### config.mk
export PLATFORM = sky130hd
export DESIGN_NAME = cache_refill_ctrl_flat
export DESIGN_NICKNAME = d
export VERILOG_FILES = /design/src/rtl/cache_pkg.sv /design/src/rtl/cache_refill_ctrl_if.sv /design/src/rtl/cache_lru_ages.sv /design/src/rtl/cache_refill_ctrl.sv /design/src/flat_wrapper.sv
export SDC_FILE = /design/constraint.sdc
export NUM_CORES = 1
export LEC_CHECK = 0
export CAP_MARGIN = 15
export CORE_MARGIN = 3
export CORE_UTILIZATION = 50
export CTS_CLUSTER_SIZE = 16
export DETAILED_ROUTE_END_ITERATION = 10
export MAX_ROUTING_LAYER = met4
export PLACE_DENSITY = 0.84
export SLEW_MARGIN = 5
export SYNTH_ARGS = -nofsm -noshare
export SYNTH_HDL_FRONTEND = slang
export SYNTH_SLANG_ARGS = --single-unit
export TNS_END_PERCENT = 10
### constraint.sdc
create_clock -name clk -period 2.55 [get_ports clk]
set_input_delay 0.255 -clock clk [delete_from_list [all_inputs] [get_ports clk]]
set_output_delay 0.255 -clock clk [all_outputs]
set_load 0.02 [all_outputs]
### src/rtl/cache_pkg.sv
// Shared geometry, widths and FSM encoding for the cache refill controller.
package cache_pkg;

  localparam int unsigned WAYS  = 4;
  localparam int unsigned SETS  = 8;
  localparam int unsigned WORDS = 4;

  localparam int unsigned WayW  = $clog2(WAYS);
  localparam int unsigned SetW  = $clog2(SETS);
  localparam int unsigned WordW = $clog2(WORDS);

  typedef logic [WayW-1:0]  way_t;
  typedef logic [SetW-1:0]  set_t;
  typedef logic [WordW-1:0] word_t;

  typedef enum logic [1:0] {StIdle, StFill, StTag} state_e;

  // New age of one way when another (or the same) way in its set is touched.
  function automatic way_t touched_age(way_t age, way_t tgt_age, logic is_tgt);
    if (is_tgt) begin
      return '0;
    end else if (age < tgt_age) begin
      return age + 1'b1;
    end
    return age;
  endfunction

endpackage

### src/rtl/cache_refill_ctrl_if.sv
// Miss/hit, memory-fetch and register-write signals of the refill controller.
interface cache_refill_ctrl_if;
  import cache_pkg::*;

  logic        miss_req;
  set_t        miss_set;
  logic        miss_ack;
  logic        hit_valid;
  set_t        hit_set;
  way_t        hit_way;
  logic        mem_req;
  word_t       mem_word;
  logic        mem_valid;
  logic [31:0] mem_data;
  logic        regWrite;
  set_t        wr_set;
  way_t        wr_way;
  word_t       wr_word;
  logic [31:0] wr_data;
  logic        tag_write;
  logic        done;

  modport master (
    output miss_req, miss_set, hit_valid, hit_set, hit_way, mem_valid, mem_data,
    input  miss_ack, mem_req, mem_word, regWrite, wr_set, wr_way, wr_word, wr_data,
    input  tag_write, done
  );

  modport slave (
    input  miss_req, miss_set, hit_valid, hit_set, hit_way, mem_valid, mem_data,
    output miss_ack, mem_req, mem_word, regWrite, wr_set, wr_way, wr_word, wr_data,
    output tag_write, done
  );

endinterface

### src/rtl/cache_lru_ages.sv
// Per-set true-LRU age array; each set holds a permutation of 0..WAYS-1.
module cache_lru_ages
  import cache_pkg::*;
(
  input  logic clk,
  input  logic rst_n,
  input  logic fill_en_i,
  input  set_t fill_set_i,
  input  way_t fill_way_i,
  input  logic hit_en_i,
  input  set_t hit_set_i,
  input  way_t hit_way_i,
  input  set_t lookup_set_i,
  output way_t victim_o
);

  way_t ages_q [SETS][WAYS];
  way_t ages_d [SETS][WAYS];
  logic touch_en;
  way_t touch_way;

  // A fill touch on the same set as a hit takes priority and the hit is dropped.
  always_comb begin
    ages_d    = ages_q;
    touch_en  = 1'b0;
    touch_way = '0;
    for (int s = 0; s < SETS; s++) begin
      touch_en  = 1'b0;
      touch_way = '0;
      if (fill_en_i && (fill_set_i == set_t'(s))) begin
        touch_en  = 1'b1;
        touch_way = fill_way_i;
      end else if (hit_en_i && (hit_set_i == set_t'(s))) begin
        touch_en  = 1'b1;
        touch_way = hit_way_i;
      end
      if (touch_en) begin
        for (int w = 0; w < WAYS; w++) begin
          ages_d[s][w] = touched_age(ages_q[s][w], ages_q[s][touch_way],
                                     way_t'(w) == touch_way);
        end
      end
    end
  end

  always_ff @(posedge clk or negedge rst_n) begin
    if (!rst_n) begin
      for (int s = 0; s < SETS; s++) begin
        for (int w = 0; w < WAYS; w++) begin
          ages_q[s][w] <= way_t'(w);
        end
      end
    end else begin
      ages_q <= ages_d;
    end
  end

  always_comb begin
    victim_o = '0;
    for (int w = 0; w < WAYS; w++) begin
      if (ages_q[lookup_set_i][w] == way_t'(WAYS - 1)) begin
        victim_o = way_t'(w);
      end
    end
  end

endmodule

### src/rtl/cache_refill_ctrl.sv
// Refill controller: picks an LRU victim on a miss, fetches the block word by
// word and drives the data-register and tag write strobes.
module cache_refill_ctrl
  import cache_pkg::*;
(
  input logic                clk,
  input logic                rst_n,
  cache_refill_ctrl_if.slave bus
);

  localparam word_t LastWord = word_t'(WORDS - 1);

  state_e      state_q;
  logic        mem_req_q;
  word_t       mem_word_q;
  logic        reg_write_q;
  set_t        wr_set_q;
  way_t        wr_way_q;
  word_t       wr_word_q;
  logic [31:0] wr_data_q;
  logic        tag_write_q;
  logic        done_q;
  way_t        victim;

  assign bus.miss_ack  = (state_q == StIdle) && bus.miss_req && rst_n;
  assign bus.mem_req   = mem_req_q;
  assign bus.mem_word  = mem_word_q;
  assign bus.regWrite  = reg_write_q;
  assign bus.wr_set    = wr_set_q;
  assign bus.wr_way    = wr_way_q;
  assign bus.wr_word   = wr_word_q;
  assign bus.wr_data   = wr_data_q;
  assign bus.tag_write = tag_write_q;
  assign bus.done      = done_q;

  cache_lru_ages u_lru (
    .clk          (clk),
    .rst_n        (rst_n),
    .fill_en_i    (state_q == StTag),
    .fill_set_i   (wr_set_q),
    .fill_way_i   (wr_way_q),
    .hit_en_i     (bus.hit_valid),
    .hit_set_i    (bus.hit_set),
    .hit_way_i    (bus.hit_way),
    .lookup_set_i (bus.miss_set),
    .victim_o     (victim)
  );

  always_ff @(posedge clk or negedge rst_n) begin
    if (!rst_n) begin
      state_q     <= StIdle;
      mem_req_q   <= 1'b0;
      mem_word_q  <= '0;
      reg_write_q <= 1'b0;
      wr_set_q    <= '0;
      wr_way_q    <= '0;
      wr_word_q   <= '0;
      wr_data_q   <= '0;
      tag_write_q <= 1'b0;
      done_q      <= 1'b0;
    end else begin
      reg_write_q <= 1'b0;
      tag_write_q <= 1'b0;
      done_q      <= 1'b0;
      unique case (state_q)
        StIdle: begin
          // Victim comes from the ages before any same-cycle hit touch.
          if (bus.miss_req) begin
            state_q    <= StFill;
            wr_set_q   <= bus.miss_set;
            wr_way_q   <= victim;
            mem_word_q <= '0;
            mem_req_q  <= 1'b1;
          end
        end
        StFill: begin
          if (bus.mem_valid) begin
            reg_write_q <= 1'b1;
            wr_data_q   <= bus.mem_data;
            wr_word_q   <= mem_word_q;
            mem_word_q  <= mem_word_q + 1'b1;
            if (mem_word_q == LastWord) begin
              state_q     <= StTag;
              mem_req_q   <= 1'b0;
              tag_write_q <= 1'b1;
              done_q      <= 1'b1;
            end
          end
        end
        StTag: begin
          state_q <= StIdle;
        end
        default: begin
          state_q <= StIdle;
        end
      endcase
    end
  end

endmodule

### src/flat_wrapper.sv
// flat-port wrapper written by rule: the top's interface ports become plain ports
module cache_refill_ctrl_flat import cache_pkg::*;
  (clk, rst_n, bus_miss_req, bus_miss_set, bus_hit_valid, bus_hit_set, bus_hit_way, bus_mem_valid, bus_mem_data, bus_miss_ack, bus_mem_req, bus_mem_word, bus_regWrite, bus_wr_set, bus_wr_way, bus_wr_word, bus_wr_data, bus_tag_write, bus_done);
  cache_refill_ctrl_if bus_i ();
  input logic clk;
  input logic rst_n;
  input wire logic [$bits(bus_i.miss_req)-1:0] bus_miss_req;
  input wire logic [$bits(bus_i.miss_set)-1:0] bus_miss_set;
  input wire logic [$bits(bus_i.hit_valid)-1:0] bus_hit_valid;
  input wire logic [$bits(bus_i.hit_set)-1:0] bus_hit_set;
  input wire logic [$bits(bus_i.hit_way)-1:0] bus_hit_way;
  input wire logic [$bits(bus_i.mem_valid)-1:0] bus_mem_valid;
  input wire logic [$bits(bus_i.mem_data)-1:0] bus_mem_data;
  output wire logic [$bits(bus_i.miss_ack)-1:0] bus_miss_ack;
  output wire logic [$bits(bus_i.mem_req)-1:0] bus_mem_req;
  output wire logic [$bits(bus_i.mem_word)-1:0] bus_mem_word;
  output wire logic [$bits(bus_i.regWrite)-1:0] bus_regWrite;
  output wire logic [$bits(bus_i.wr_set)-1:0] bus_wr_set;
  output wire logic [$bits(bus_i.wr_way)-1:0] bus_wr_way;
  output wire logic [$bits(bus_i.wr_word)-1:0] bus_wr_word;
  output wire logic [$bits(bus_i.wr_data)-1:0] bus_wr_data;
  output wire logic [$bits(bus_i.tag_write)-1:0] bus_tag_write;
  output wire logic [$bits(bus_i.done)-1:0] bus_done;
  assign bus_i.miss_req = bus_miss_req;
  assign bus_i.miss_set = bus_miss_set;
  assign bus_i.hit_valid = bus_hit_valid;
  assign bus_i.hit_set = bus_hit_set;
  assign bus_i.hit_way = bus_hit_way;
  assign bus_i.mem_valid = bus_mem_valid;
  assign bus_i.mem_data = bus_mem_data;
  assign bus_miss_ack = bus_i.miss_ack;
  assign bus_mem_req = bus_i.mem_req;
  assign bus_mem_word = bus_i.mem_word;
  assign bus_regWrite = bus_i.regWrite;
  assign bus_wr_set = bus_i.wr_set;
  assign bus_wr_way = bus_i.wr_way;
  assign bus_wr_word = bus_i.wr_word;
  assign bus_wr_data = bus_i.wr_data;
  assign bus_tag_write = bus_i.tag_write;
  assign bus_done = bus_i.done;
  cache_refill_ctrl u_core (.clk(clk), .rst_n(rst_n), .bus(bus_i));
endmodule
After elaboration in Yosys (flattened, before gate mapping)
Index checks and enable logic that the tools add are counted.
Word-level totals
  register bits after elaboration: 110
  latch bits: 0
  bits in writable memories: 0
  bits in read-only memories: 0
  input bits: 45
  output and inout port bits: 46
  word-level logic and storage cells: 476
  memories kept: 0
Cells by class
  add/subtract/negate cells: 33
  multipliers: 0
  divide/modulo/power cells: 0
  magnitude comparators: 41
  eq/ne operators: 47
  shift operators: 0
  mux-type cells: 238
  bitwise logic cells: 9
  reduce and logical (&&, ||, !) cells: 67
Operator list (number)
  2-bit two-way mux: 103
  1-bit two-way mux: 121
  2-bit AND reduction: 34
  2-bit by 1-bit adder with 2-bit output (second input constant): 33
  2-bit < comparator: 32
  2-bit binary-select mux with 2-bit select: 8
  2-bit equality test (first input constant): 16
  8-bit binary-select mux with 3-bit select: 1
  3-bit equality test (second input constant): 8
  3-bit >= comparator (second input constant): 8
  2-bit NOT with 3-bit output: 8
  1-bit logical AND: 18
  2-bit zero test: 9
  1-bit by 2-bit equality test with 1-bit output (first input constant): 8
  3-bit by 2-bit equality test with 1-bit output (second input constant): 4
  6-bit two-way mux: 2
  2-bit equality test (second input constant): 5
  2-bit one-hot mux with 2 select lines: 2
  3-bit by 1-bit equality test with 1-bit output (second input constant): 2
  3-bit zero test: 2
  3-bit AND reduction: 2
  4-bit >= comparator (second input constant): 1
  2-bit inequality test (second input constant): 2
  3-bit NOT with 4-bit output: 1
  other kinds (5): 5

Longest topological paths before layout
  depth in word-level cells: 13
  gate-level depth with buffers: 11
  gate-level depth less buffers: 7

Modules after synthesis
Synthesis repeated with hierarchy kept, for this count alone.
Unflattened totals
  cell total of the unflattened synthesis: 743
  area total of the unflattened synthesis: 7061.8 um^2
Modules (own cells, without submodules)
  cache_lru_ages: times used 1, cells each 630, area an instance 5136.2 um^2, sequential area each 1641.6 um^2
  cache_refill_ctrl: times used 1, cells each 113, area an instance 1925.6 um^2, sequential area each 1151.1 um^2

Least setup slack after synthesis
No wires, ideal clock.
  path type: register to register
  start: register u_core.wr_set_q[2] (netlist: u_core.bus.wr_set[2])
  end: register u_core.u_lru.ages_q[38] (netlist bit)
  setup time: 0.104 ns
  arrival time: 2.470 ns
  required time: 2.446 ns
  path slack: -0.024 ns
  stages on the path, launching flop included: 9
  buffers on the path: 1
  period minus slack after synthesis: 2.574 ns
  path through: dfrtp_1 -> or3b_4 -> nor2_1 -> o21a_1 -> mux4_2 -> nor2b_1 -> clkbuf_1 -> nor3b_1 -> a221oi_1
On the way
  longest elaborated chain between the ends: 12
  elaborated cells between the ends (all ways): 15
  classes of those cells: order compare (1); eq/ne (1); mux (9); bitwise (1); reduce/logical (3)
RTL lines
  start, declared: line cache_refill_ctrl.sv:17  | set_t wr_set_q;
  start signal, assigned: line cache_refill_ctrl.sv:70  | wr_set_q <= bus.miss_set;
  3-bit by 2-bit equality test with 1-bit output *: line cache_lru_ages.sv:30  | if (fill_en_i && (fill_set_i == set_t'(s))) begin
  1-bit logical AND *: line cache_lru_ages.sv:30
  2-bit two-way mux: line cache_lru_ages.sv:30
  2-bit NOT with 3-bit output (not written as such): line cache_lru_ages.sv:39  | ages_d[s][w] = touched_age(ages_q[s][w], ages_q[s][touch_way],
  2-bit binary-select mux with 2-bit select: line cache_lru_ages.sv:39
  2-bit two-way mux (not written as such) (2 in a row): line cache_lru_ages.sv:39
  2-bit < comparator: line cache_pkg.sv:22  | end else if (age < tgt_age) begin
  1-bit two-way mux: line cache_pkg.sv:22
  1-bit two-way mux: line cache_pkg.sv:20  | if (is_tgt) begin
  1-bit two-way mux: line cache_lru_ages.sv:37  | if (touch_en) begin
  2-bit AND reduction (no line)
  end signal, assigned by index: line cache_lru_ages.sv:50  | ages_q[s][w] <= way_t'(w);
  end signal, assigned: line cache_lru_ages.sv:54  | ages_q <= ages_d;
  end, declared: line cache_lru_ages.sv:17  | way_t ages_q [SETS][WAYS];
Mark *: on every way between the ends. The rest lies on a longest branch, timed or not. The select of a mux whose other input is x is not followed.
A chain may end at the register's enable or synchronous reset.

Worst setup path after layout
  start: register u_core.wr_set_q[2] (netlist: u_core.bus.wr_set[2])
  end: register u_core.u_lru.ages_q[34] (netlist bit)
The elaborated chain is that of the path after synthesis.

==> results.tsv <==
metric	value	unit
status	finished, violations left	
failing checks	negative setup slack	
Reg2Reg Setup Slack	-0.05	ns
DRT Wirelength	19.4	mm
top-count cell post-synth	nand2_1	
hold crit path type	in2async	
final worst path period need	2.60	ns
Die W	121	um
drt drc	0	
RSZ-0062 raised after global routing	true	
Final Cycle Share	1.02	
crit path DAT	2.87	ns
vias	6775	
CP Launch Type	flop	
Tightest Pin Transition	0.725	ns
initial antenna violation count	0	
PortBufs	90	
element type at the critical path end	flop	
fmax	384	MHz
leakage	3.76	nW
register area share after synthesis	0.421	
top cells by count, synth	nand2_1 (135), dfrtp_1 (78), a21oi_1 (61)	
max cap viols	0	
DP Cell Count	1087	
I/O pin count	91	
Synth area leader	dfrtp_1	
H-tree Lvls	3	
total CTS buffers	9	
CTS hold repair buffers	0	
CTS sink count	110	
critical path class	reg2reg	
Total GRT Usage	0.263	
DP Area	8310	um2
Clk Latency, worst-skew pair	0.37	ns
share of cells above drive strength 1	0.240	
pre-CTS WS	-0.198	ns
vias in the first global route	6394	
initial core utilization	0.519	
Rel. slew slack	0.514	
initial drt markers	605	
synthesized flop and latch total	110	
number of hold violations in the final report	0	
gr ovfl total	0	
syn_area_per_cell	8.65	um2
clock transition at the registers of the reported paths	0.09	ns
Synth top area share	0.294	
n_diodes	0	
Net Count, Synth	813	
CP required	2.82	ns
Post-synth EDFFs	0	
PwrDens	815	nW/um2
post-route cell area	8910	um2
first-pass GRT wire length	30.5	mm
Non-Filler Instances	1113	
gpl congestion	0.957	
half-perimeter wire length after placement	13.6	mm
Slew Limit Fails	0	
num rows	41	
DRT Pass-1 Iters	8	
clk root buf	clkbuf_16	
Main synth FF type	dfrtp_1	
CTS tree	done	
register area	2790	um2
Clock Path Buffers	2	
Via density	6.09	
Fin Clk Skew	0.0112	ns
Mapped Cells	767	
ys async rst share	1.00	
Post-Route Utilization	0.697	
Setup WS post-layout	-0.0521	ns
Die Y-Extent	121	um
Synth cell types	76	
die area	14700	um2
FILL cells	939	
WL per Instance	17.5	um
YS warnings	0	
crit-path max FO	6	
post-synthesis instance area	6640	um2
multi-input logic area	3770	um2
final setup TNS	-0.0521	ns
# nets final	982	
area of the core	12800	um2
post-route ant nets	0	
final setup violation count	1	
largest net degree at the start of global routing	111	
area growth from synthesis to layout	34.2	%
top cells by area, synth	dfrtp_1 (29%), dfstp_2 (13%), nand2_1 (7.6%), a21oi_1 (4.6%), nand3_1 (3.5%)	
maximum VDD drop	0.000759	V
## final timing paths
check	cells after the start	to	from
min reg2reg	2	u_core.bus.wr_data[3]	u_core.bus.wr_data[3]
max	11	u_core.u_lru.ages_q[34]	u_core.bus.wr_set[2]
min in group clk	3	u_core.bus.wr_data[31]	bus_mem_data[31]
max reg2reg	11	u_core.u_lru.ages_q[34]	u_core.bus.wr_set[2]
min	2	u_core.u_lru.ages_q[53]	rst_n
max in group asynchronous	2	u_core.u_lru.ages_q[1]	rst_n
## timing repair
action,in CTS,in global routing
cloned,0,1
endpoints found under the setup margin,8,32
buffers inserted,2,8
pin swaps,0,15
resized for setup,2,42
hold endpoints to repair,0,0
## routing by layer
layer,global-route usage,part of all wire,vias up
met5,-,0,-
met4,0.0882,0.024,0
met3,0.0662,0.074,44
met2,0.423,0.48,301
met1,0.328,0.42,3250
li1,-,-,3180
## cells in the final DEF, fill, tap and decap left out, types with 20 or more instances in the layout
cell type and n:
inv_1 28, nand2_1 134, dfstp_2 32, o21ai_0 37, nand3_1 43, clkdlybuf4s50_1 89
buf_4 100, nand3b_1 22, a31oi_1 20, nor2_1 53, a21oi_1 58, dfrtp_1 77
## where the power goes
part	total (W)	switching, W	leakage [nW]	internal (W)
sequential	0.00287	0.000524	1.31	0.00235
clock	0.00152	0.000790	0.157	0.000731
combinational	0.00287	0.00154	2.30	0.00133
total	0.00726	0.00285	3.76	0.00441
## worst max-delay path, cell delays in order (launching register included)
cell,delay (ns)
dfrtp_2,0.42
buf_4,0.17
nor3b_4,0.27
buf_6,0.17
nand3_1,0.10
o21a_1,0.16
buf_4,0.14
buf_4,0.14
o211ai_1,0.17
nand3_2,0.17
a211o_1,0.35
a221oi_2,0.26
## area by class of cell
cell class                      count  share of cell area
Multi-Input combinational cell    594               0.423
Sequential cell                   110               0.314
Timing Repair Buffer              192               0.190
Clock buffer                        9              0.0253
Tap cell                          172              0.0242
Inverter                           29              0.0122
Clock inverter                      7              0.0114
## state kept, by name, summed over array words and instances, names as in the netlist, 2 cells and up
register,cells
u_core.bus.wr_data,32
u_core.u_lru.ages_q,64
u_core.bus.mem_word,2
u_core.bus.wr_set,3
u_core.bus.wr_way,2
u_core.bus.wr_word,2
u_core.state_q,2
## stage by stage
stage / hold WS [ns] / total power [W]
floorplan: -0.0406 / 0.00429
CTS: 0.0333 / 0.00718
global route: 0.0603 / 0.00764
detailed placement: 0.437 / 0.00563
finish: 0.00846 / 0.00726
global placement: 0.442 / 0.00555
## kinds of logic after synthesis
logic type / Yosys count / share of synthesized area
AOI/OAI and AO/OA: 248 / 0.262
adders and majority gates: 1 / 0.00189
buffers and inverters: 63 / 0.0402
DFF: 110 / 0.421
muxes: 14 / 0.0298
and+or+nand+nor: 331 / 0.246
Note: power is estimated with default switching activity, not from simulation.
